==> src/rtl/pipe_pkg.sv <==
// Shared pipeline definitions: MEM-stage controller state encodings and the
// stall polarity the hazard unit also relies on.
package pipe_pkg;

   typedef enum logic [1:0] {
      S_IDLE = 2'd0,
      S_BUSY = 2'd1,
      S_DONE = 2'd2
   } dmem_state_e;

   localparam logic STALL_ACTIVE = 1'b1;

endpackage

==> src/rtl/dmem_watchdog.sv <==
// Bus watchdog: counts enabled cycles and flags expire on the TIMEOUT-th one.
// Only instantiated when DMEM_TIMEOUT_EN is defined.
module dmem_watchdog #(
   parameter int unsigned TIMEOUT = 15
) (
   input  logic clk,
   input  logic clrn,
   input  logic clr,
   input  logic en,
   output logic expire
);

   localparam int unsigned CW = (TIMEOUT > 1) ? $clog2(TIMEOUT) : 1;
   localparam logic [CW-1:0] LAST = CW'(TIMEOUT - 1);

   logic [CW-1:0] cnt_q, cnt_d;

   // Counter saturates at LAST, so expire holds until clr.
   always_comb begin
      cnt_d = cnt_q;
      if (clr) begin
         cnt_d = '0;
      end else if (en && (cnt_q != LAST)) begin
         cnt_d = cnt_q + 1'b1;
      end
   end

   always_ff @(posedge clk or negedge clrn) begin
      if (!clrn) begin
         cnt_q <= '0;
      end else begin
         cnt_q <= cnt_d;
      end
   end

   assign expire = en && (cnt_q == LAST);

endmodule

==> src/rtl/pipe_dmem_ctrl.sv <==
// MEM-stage data-memory controller: one req/ack bus transaction per load/store,
// stalling the pipeline until done. Optional watchdog under DMEM_TIMEOUT_EN.
module pipe_dmem_ctrl
   import pipe_pkg::*;
#(
   parameter int unsigned AW      = 30,
   parameter int unsigned TIMEOUT = 15
) (
   input  logic          clk,
   input  logic          clrn,
   input  logic          mwmem,
   input  logic          mm2reg,
   input  logic [31:0]   malu,
   input  logic [31:0]   mb,
   output logic          dm_req,
   output logic          dm_we,
   output logic [AW-1:0] dm_addr,
   output logic [31:0]   dm_wdata,
   input  logic          dm_ack,
   input  logic [31:0]   dm_rdata,
   output logic [31:0]   mmo,
   output logic          mstall,
   output logic          dm_err
);

   dmem_state_e   state_q, state_d;
   logic          acc;
   logic          expire;
   logic          we_q;
   logic [AW-1:0] addr_q;
   logic [31:0]   wdata_q;
   logic [31:0]   mmo_q, mmo_d;

   assign acc = mwmem | mm2reg;

`ifdef DMEM_TIMEOUT_EN
   logic err_q;

   dmem_watchdog #(
      .TIMEOUT (TIMEOUT)
   ) u_watchdog (
      .clk    (clk),
      .clrn   (clrn),
      .clr    (state_q != S_BUSY),
      .en     (state_q == S_BUSY),
      .expire (expire)
   );

   // A real ack in the expiring cycle wins over the timeout.
   always_ff @(posedge clk or negedge clrn) begin
      if (!clrn) begin
         err_q <= 1'b0;
      end else if ((state_q == S_BUSY) && !dm_ack && expire) begin
         err_q <= 1'b1;
      end
   end

   assign dm_err = err_q;
`else
   logic unused_timeout;
   assign unused_timeout = (TIMEOUT == 0);
   assign expire         = 1'b0;
   assign dm_err         = 1'b0;
`endif

   always_comb begin
      state_d = state_q;
      mmo_d   = mmo_q;
      case (state_q)
         S_IDLE: begin
            if (acc) state_d = S_BUSY;
         end
         S_BUSY: begin
            if (dm_ack) begin
               if (!we_q) mmo_d = dm_rdata;
               state_d = S_DONE;
            end else if (expire) begin
               if (!we_q) mmo_d = '0;
               state_d = S_DONE;
            end
         end
         S_DONE:  state_d = S_IDLE;
         default: state_d = S_IDLE;
      endcase
   end

   always_ff @(posedge clk or negedge clrn) begin
      if (!clrn) begin
         state_q <= S_IDLE;
         mmo_q   <= '0;
         we_q    <= 1'b0;
         addr_q  <= '0;
         wdata_q <= '0;
      end else begin
         state_q <= state_d;
         mmo_q   <= mmo_d;
         // Bus fields are captured once so EX/MEM churn cannot disturb them.
         if ((state_q == S_IDLE) && acc) begin
            we_q    <= mwmem;
            addr_q  <= malu[AW+1:2];
            wdata_q <= mb;
         end
      end
   end

   logic unused_malu;
   assign unused_malu = ^malu[1:0];

   assign dm_req   = (state_q == S_BUSY);
   assign dm_we    = we_q;
   assign dm_addr  = addr_q;
   assign dm_wdata = wdata_q;
   assign mmo      = mmo_q;
   assign mstall   = (acc && (state_q != S_DONE)) ? STALL_ACTIVE : ~STALL_ACTIVE;

endmodule

==> config.mk <==
export PLATFORM = sky130hd
export DESIGN_NAME = pipe_dmem_ctrl
export DESIGN_NICKNAME = d
export VERILOG_FILES = /design/src/rtl/pipe_pkg.sv /design/src/rtl/dmem_watchdog.sv /design/src/rtl/pipe_dmem_ctrl.sv
export SDC_FILE = /design/constraint.sdc
export NUM_CORES = 1
export LEC_CHECK = 0
export BUFFER_PORTS_ARGS = -buffer_cell sky130_fd_sc_hd__buf_4
export CAP_MARGIN = 20
export CORE_ASPECT_RATIO = 0.8
export CORE_UTILIZATION = 35
export CTS_CLUSTER_DIAMETER = 100
export DETAILED_ROUTE_END_ITERATION = 12
export PLACE_DENSITY = 0.73
export RECOVER_POWER = 25
export SLEW_MARGIN = 20
export SYNTH_ARGS = -nofsm -noshare
export SYNTH_HDL_FRONTEND = slang
export SYNTH_SLANG_ARGS = --single-unit
==> constraint.sdc <==
create_clock -name clk -period 1.6 [get_ports clk]
set_input_delay 0.24 -clock clk [delete_from_list [all_inputs] [get_ports clk]]
set_output_delay 0.24 -clock clk [all_outputs]
set_load 0.01 [all_outputs]
==> results.cfg, run 1 <==
[routing]
drc = 0
drt_iter0_markers = 53
avgRoutedWirePerCell_um = 14.86
vias_per_cell = 4.460
ant_nets = 0
dr.pass1.iters = 2
routed_wl_um = 8337
vias = 2502

[clock_tree]
clock_latency_ns = 0.33
cts_root_buf = clkbuf_16
clkSinkCount = 97
htreeDepth = 3
cts_buffers = 9
clkTransAtPathRegs_ns = 0.07
clockBufferDepth = 2
cts_tree = built

[critical_path]
ff2ff_setup_slack_ns = 0.09
path_max_fanout = 17
required_ns = 1.81
reg2reg_to = mmo[27]
worstSetupEndpointType = register
reg2regPathDepth = 4
worst_setup_path_start_kind = register
path_class = register to register
r2r-start = state_q[1]
cp_data_arrival_time_ns = 1.73

[die]
initial_core_util_pct = 36.40
rows = 33
core_mm2 = 0.01041
die-area_mm2 = 0.01124
die_h_um = 95.04
dieWidth_um = 118.3
ios = 199

[finish]
final_net_count = 518
multi_input_area_mm2 = 0.001262
num-fill-cells = 895
area_growth_pct = 50.91
antennaDiodeCount = 0
ff_latch_area_mm2 = 0.002427
drive_gt1_share_pct = 73.87

[timing]
worstMarginPinSlew_ns = 0.7190
setup_viol = 0
period_needed_ns = 1.514
maxSlewViolCount = 0
tns_ns = 0
rsz0062_at_grt = no
hold_violations = 0
period_share_pct = 94.60
hold-worst-slack_ns = 0.09337
worst_clock_skew_ns = 0.005964
clock.fmax_mhz = 660.6
relSlewSlack_pct = 52.07

[power]
clkPwrFrac_pct = 18.5
ir_drop_mv = 0.9901
combPwrFrac_pct = 42.6
switching_power_mw = 3.346
p_int_mw = 7.873
sw_frac_of_total_pct = 29.83
p_per_area_mw_per_mm2 = 1963
power.leakage_nw = 2.779
p_seq_share_pct = 38.8

[placed_design]
io_buffers = 195
dpl.hpwl_um = 6181
place_congestion = 0.7159

[grt]
first_global_vias = 2692
globalRoute.totalOverflow = 0
grt_pass1_wl_um = 13360
track_usage_pct = 15.41
antenna_found_initial = 0
grt_max_degree = 40

[synth]
synthCells = 215
ys.warnings.count = 0
ys_seq_elements = 97
syn_nets = 316
syn_area_per_cell_um2 = 17.62
ys_types = 18
ys_seq_area_share_pct = 64.09
syn-cell-area_mm2 = 0.003787

[hold_path]
hold-path-endpoint = state_q[0]
min_from = dm_ack
whs_path_depth = 2
hold_path_class = input pin to register

[status]
status = finished clean

[job]
maxCapViolCount = 0
-- sequential cells by signal, indices dropped and copies added (netlist names) --
register,count
dm_addr,30
dm_wdata,32
dm_we,1
mmo,32
state_q,2
-- cell usage in the layout (no fill, tap or decap), types with 2 or more instances in the layout --
cell         n
clkbuf_16    9
buf_12       3
nor2_1       3
mux2_2      62
mux2_4      32
buf_4      195
buf_6        2
clkinv_2     2
dfrtp_1     97
-- layout make-up --
type | instances | area share (%)
Clock buffer | 10 | 4.006
Clock inverter | 5 | 0.9851
Inverter | 1 | 0.06567
Multi-Input combinational cell | 106 | 22.09
Sequential cell | 97 | 42.47
Tap cell | 140 | 3.065
Timing Repair Buffer | 202 | 27.32
-- what timing repair did --
| action | 4_1_cts | 5_1_grt |
|---|---|---|
| endpoints found under the hold margin | 25 | 0 |
| setup endpoints to repair | 0 | 2 |
| buffers inserted | 0 | 0 |
| hold buffers | 1 | 0 |
| resized for setup | 0 | 2 |
-- cells in the mapped netlist --
master    count  share of area (%)
inv_1         1              0.099
a211oi_1      1               0.20
mux2_4       30                 12
nor2b_4       1               0.36
buf_4         1               0.20
nor2_1        3               0.30
conb_1        1              0.099
dfrtp_1      97                 64
and3b_1       1               0.23
buf_12        3                1.6
nor3_1        1               0.13
nand2_1       1              0.099
a21oi_1       1               0.13
buf_6         1               0.30
o21ai_2       1               0.23
mux2_2       64                 19
buf_2         6               0.79
a22o_1        1               0.23
-- power by group through the flow --
| stage | Sequential (mW) | Clock [mW] | Combinational (mW) |
|---|---|---|---|
| after floorplan | 4.89 | 0 | 1.80 |
| after global placement | 4.32 | 0 | 4.74 |
| after detailed placement | 4.38 | 0 | 4.84 |
| after CTS | 4.37 | 2.16 | 4.83 |
| after global routing | 4.53 | 2.27 | 5.08 |
| final | 4.36 | 2.08 | 4.78 |
-- routing by layer --
layer  GRT usage [%]  share of wire [%]
met5               0                  0
met3           4.486                6.9
met1           19.06                 43
met4           5.769                1.2
met2           25.83                 49
-- worst max-delay path, stage by stage (launching register included) --
cell and delay (ns):
dfrtp_1 0.41, and3b_1 0.25, nor2b_4 0.21, buf_12 0.20, mux2_4 0.31
-- worst max path at each step --
stage / startpoint / endpoint / slack (ns) / cells after the start
global placement: state_q[1] / mmo[0] / 0.10 / 4
floorplan: state_q[1] / mmo[10] / 0.17 / 5
CTS: state_q[1] / mmo[31] / 0.04 / 4
finish: state_q[1] / mmo[27] / 0.09 / 4
detailed placement: state_q[1] / mmo[31] / 0.06 / 4
global route: state_q[1] / mmo[27] / 0.02 / 4
-- kinds of logic (layout without fill, tap and decap cells) --
group,Yosys count,in the layout,synth area share [%]
AO/OA/AOI/OAI,4,4,0.7929
buffers and inverters,12,218,2.973
AND/OR/NAND/NOR,7,7,1.123
multiplexers,94,94,30.92
flip-flops,97,97,64.09
other,1,1,0.09901
-- metrics by stage --
stage	cells	cell area [um^2]	total power, mW	setup WS [ns]	util (%)
final	561	5715	11.22	0.08633	54.93
after global routing	561	5715	11.88	0.02468	54.93
after CTS	561	5728	11.37	0.04312	55.05
after detailed placement	545	5433	9.215	0.06270	52.21
after global placement	545	5433	9.066	0.1028	52.21
after floorplan	215	3787	6.685	0.1742	-
Power figures use the tool's default switching activity.
==> run 2: changes to the inputs <==
--- a/config.mk
+++ b/config.mk
@@ -12,7 +12,7 @@
 export CTS_CLUSTER_DIAMETER = 100
 export DETAILED_ROUTE_END_ITERATION = 12
 export PLACE_DENSITY = 0.73
-export RECOVER_POWER = 25
+export RECOVER_POWER = 100
 export SLEW_MARGIN = 20
 export SYNTH_ARGS = -nofsm -noshare
 export SYNTH_HDL_FRONTEND = slang
==> run 2 against run 1 <==
Wire length decreased by 0.30%. Total power down 9.7%. Worst setup slack lost 0.016 ns. Final cell count stayed put. Clock power hardly changed. Global-route usage did not move. Hold slack improved by 0.0014 ns. Sequential power shrank 0.9%. Die area unchanged. Flip-flop and latch count unchanged. Core utilization decreased by 3.8 points. First-iteration DRC count up 13%. Largest power group is now registers. Highest routed layer unchanged.
==> results.cfg, run 2 (synthesis results as in run 1) <==
[routing]
vias_per_cell = 4.483
wl_met3_um = 544
avgRoutedWirePerCell_um = 14.82
dr_wl_met2_um = 4130
dr.pass1.iters = 4
vias = 2515
routed_wl_um = 8312
highest_layer = met4
drt_iter0_markers = 60
ant_nets = 0
drc = 0
drt-met1-wl_um = 3555

[placed_design]
dpl.hpwl_um = 6181
place_congestion = 0.7159
io_buffers = 195

[die]
ios = 199
rows = 33
initial_core_util_pct = 36.40
die_h_um = 95.04
core_mm2 = 0.01041
die-area_mm2 = 0.01124
dieWidth_um = 118.3

[hold_path]
hold_path_class = input pin to register
hold-path-endpoint = state_q[0]
whs_path_depth = 2
min_from = dm_ack

[grt]
grt_max_degree = 40
antenna_found_initial = 0
globalRoute.totalOverflow = 0
track_usage_pct = 15.41
grt_pass1_wl_um = 13360
first_global_vias = 2692

[finish]
final_net_count = 518
final_cell_mix = clkbuf_1, buf_4, dfrtp_1
drive_gt1_share_pct = 49.41
area_growth_pct = 40.47
antennaDiodeCount = 0
num-fill-cells = 1001

[critical_path]
reg2reg_to = mmo[22]
worst_setup_path_start_kind = register
reg2regPathDepth = 4
cp_data_arrival_time_ns = 1.74
ff2ff_setup_slack_ns = 0.07
path_max_fanout = 17
r2r-start = state_q[1]
path_class = register to register
required_ns = 1.81
worstSetupEndpointType = register

[power]
p_per_area_mw_per_mm2 = 1904
power.leakage_nw = 2.404
fin_total_pwr_mw = 10.13
ir_drop_mv = 0.9227

[timing]
rsz0062_at_grt = no
period_share_pct = 95.61
tns_ns = 0
clock.fmax_mhz = 653.7
relSlewSlack_pct = 52.14
period_needed_ns = 1.530
hold_violations = 0
setup_viol = 0
worstMarginPinSlew_ns = 0.7178
worst_clock_skew_ns = 0.005879
maxSlewViolCount = 0

[clock_tree]
htreeDepth = 3
clock_latency_ns = 0.33
clkSinkCount = 97
cts_buffers = 9
clockBufferDepth = 2
cts_tree = built
cts_root_buf = clkbuf_16
cts_setup_buffers = 0
clkTransAtPathRegs_ns = 0.07

[job]
maxCapViolCount = 0

[status]
status = finished clean
[run 2: changes by cell type in the layout (fill, tap and decap cells not counted)]
cell and delta:
clkbuf_1 +97, mux2_1 +6, buf_6 +1, mux2_4 -6
buf_12 -1, buf_4 -97
[run 2: layout make-up]
type / instances / area (um^2) / area share, %
sequential: 97 / 2427 / 45.63
multi-input combinational: 106 / 1240 / 23.31
timing repair buffer: 202 / 1189 / 22.34
clock buffer: 10 / 229.0 / 4.304
tap: 140 / 175.2 / 3.293
clock inverter: 5 / 56.30 / 1.058
inverter: 1 / 3.754 / 0.07056
[run 2: metrics by stage]
step	area, um^2	hold slack [ns]	setup WS (ns)	utilization [%]	cells
4_1_cts	5728	0.08389	0.04312	55.05	561
5_1_grt	5320	0.08842	0.01382	51.13	561
3_5_place_dp	5433	0.1938	0.06270	52.21	545
6_report	5320	0.09479	0.07027	51.13	561
2_1_floorplan	3787	-0.05559	0.1742	-	215
3_3_place_gp	5433	0.1851	0.1028	52.21	545
[run 2: critical path, cell delays in order, from the launching register on]
cell and delay [ns]:
dfrtp_1 0.41, and3b_1 0.25, nor2b_4 0.21, buf_12 0.20
mux2_1 0.33
[run 2: worst max path at each step]
stage                     from      end  slack (ns)  cells past startpoint
finish              state_q[1]  mmo[22]        0.07                      4
global route        state_q[1]  mmo[22]        0.01                      4
CTS                 state_q[1]  mmo[31]        0.04                      4
detailed placement  state_q[1]  mmo[31]        0.06                      4
global placement    state_q[1]   mmo[0]        0.10                      4
floorplan           state_q[1]  mmo[10]        0.17                      5
[run 2: power by group]
part	switching (mW)	internal [mW]	leakage, nW
Clock	0.876	1.20	0.139
Combinational	1.79	1.94	1.13
Sequential	0.649	3.67	1.14
[run 2: timing repair]
action | 4_1_cts | 5_1_grt
endpoints found under the setup margin | 0 | 2
resized for setup | 0 | 2
hold buffers | 1 | 0
endpoints found under the hold margin | 25 | 0
[run 2: metal layers]
| layer | global-route usage (%) | up-vias |
|---|---|---|
| met4 | 5.769 | 0 |
| met5 | 0 | - |
| met1 | 19.06 | 1251 |
| li1 | - | 1147 |
| met3 | 4.486 | 6 |
| met2 | 25.83 | 111 |
==> run 3: changes to the inputs <==
--- a/config.mk
+++ b/config.mk
@@ -13,6 +13,8 @@
 export DETAILED_ROUTE_END_ITERATION = 12
 export PLACE_DENSITY = 0.73
 export RECOVER_POWER = 100
+export REMOVE_ABC_BUFFERS = 1
+export SETUP_SLACK_MARGIN = 0.2
 export SLEW_MARGIN = 20
 export SYNTH_ARGS = -nofsm -noshare
 export SYNTH_HDL_FRONTEND = slang
==> run 3 against run 2 <==
Die area unchanged. Via count is 2.3% higher. Largest cell class unchanged. Sequential share of layout area is 1.6 points lower. Critical path type unchanged. Combinational power increased by 6.7%. Flip-flop and latch count unchanged. Total power up 3.4%. Fmax is 3.4% lower. Critical path depth increased by 1. Design area grew 3.5%. Final cell count increased by 2.0%.
==> results.cfg, run 3 (synthesis results as in run 1) <==
[status]
status = finished clean

[critical_path]
r2r-start = state_q[1]
ff2ff_setup_slack_ns = 0.02
worst_setup_path_start_kind = register
cp.depth = 5
reg2reg_to = mmo[31]
path_cells = and3b_1 > nor2b_4 > buf_4 > buf_12 > mux2_2
worst-path-buf-inv = 2
cp_top_family = simple AND/OR/NAND/NOR gates
path_max_fanout = 6
reg2regPathDepth = 5
required_ns = 1.81
worstSetupEndpointType = register
worst_path_max_delay_cell = dfrtp_1
cpPeakStageDelay_ns = 0.41
cp_data_arrival_time_ns = 1.80
path_class = register to register

[timing]
tns_ns = 0
fin_ws_ns = 0.01595
maxSlewViolCount = 0
setup_viol = 0
rsz0062_at_grt = yes
period_needed_ns = 1.584
period_share_pct = 99.00
clock.fmax_mhz = 631.3
hold_violations = 0
relSlewSlack_pct = 54.22
worstMarginPinSlew_ns = 0.6868
worst_clock_skew_ns = 0.004594

[die]
core_mm2 = 0.01041
ios = 199
die_h_um = 95.04
rows = 33
initial_core_util_pct = 36.40
dieWidth_um = 118.3
die-area_mm2 = 0.01124

[power]
fin_total_pwr_mw = 10.47
p_per_area_mw_per_mm2 = 1901
ir_drop_mv = 0.9014
power.leakage_nw = 2.502

[hold_path]
hold_path_class = input pin to register
hold-path-endpoint = state_q[0]
min_from = dm_ack
whs_path_depth = 2

[clock_tree]
cts_tree = built
cts_root_buf = clkbuf_16
htreeDepth = 3
clkSinkCount = 97
clkTransAtPathRegs_ns = 0.06
clockBufferDepth = 2
cts_buffers = 9
clock_latency_ns = 0.33

[routing]
dr.pass1.iters = 4
vias_per_cell = 4.498
drt_iter0_markers = 64
avgRoutedWirePerCell_um = 15.45
drc = 0
vias = 2573
ant_nets = 0
routed_wl_um = 8840

[finish]
final_cell_mix = buf_4, clkbuf_1, dfrtp_1
antennaDiodeCount = 0
area_growth_pct = 45.42
final_net_count = 528
layout_commonest_cell = buf_4
drive_gt1_share_pct = 52.78

[placed_design]
dpl.hpwl_um = 6144
io_buffers = 195
dp_slack_ns = 0.06620
place_congestion = 0.7440

[job]
maxCapViolCount = 0

[grt]
globalRoute.totalOverflow = 0
first_global_vias = 2691
grt_max_degree = 50
track_usage_pct = 15.80
grt_pass1_wl_um = 13600
antenna_found_initial = 0
## run 3: changes by cell type in the layout (fill, tap and decap cells not counted), sizes merged
| cell | previous run | this run |
|---|---|---|
| inv | 2 | 1 |
| clkbuf | 108 | 112 |
| buf | 103 | 111 |
## run 3: worst reg2reg max path, stage by stage (launching register included)
cell and delay (ns):
dfrtp_1 0.41, and3b_1 0.24, nor2b_4 0.21, buf_4 0.15, buf_12 0.12, mux2_2 0.33
## run 3: how the worst max path moves through the flow
stage	endpoint	from	slack [ns]
CTS	mmo[31]	state_q[1]	0.05
global route	mmo[31]	state_q[1]	-0.04
floorplan	dm_addr[0]	mwmem	-0.83
finish	mmo[31]	state_q[1]	0.02
global placement	mmo[0]	state_q[1]	0.10
detailed placement	mmo[0]	state_q[1]	0.07
## run 3: repair_timing
action	in CTS	in global routing
hold buffers	1	0
gates resized for setup	5	5
endpoints found under the hold margin	27	0
gates cloned	2	1
setup buffers	6	1
setup endpoints to repair	94	96
## run 3: report_power, final
| part | switching [mW] | internal, mW |
|---|---|---|
| clock | 0.880 | 1.30 |
| combinational | 1.85 | 2.12 |
| sequential | 0.644 | 3.67 |
| total | 3.38 | 7.09 |
## run 3: per-layer routing
metal,track usage [%],share of wire [%],up-vias
li1,-,-,1170
met1,19.55,43,1281
met2,26.37,49,112
met3,5.203,6.7,10
met4,5.128,1.1,0
met5,0,0,-
## run 3: metrics by stage
stage	instance area [um^2]	utilization, %	hold slack (ns)	instances
after CTS	5837	56.10	0.08494	570
after floorplan	3679	-	-0.05559	204
after detailed placement	5408	51.97	0.1827	545
after global routing	5508	52.93	0.1038	572
final	5508	52.93	0.1067	572
after global placement	5408	51.97	0.1851	545
## run 3: final cells by class
cell class              count  area, um^2
well taps                 140       175.2
repair buffers            212        1328
clock inverters             4       51.30
multi-input cells         106        1266
fillers                   956        4897
inverters                   1       3.754
flip-flops and latches     97        2427
clock buffers              12       256.5
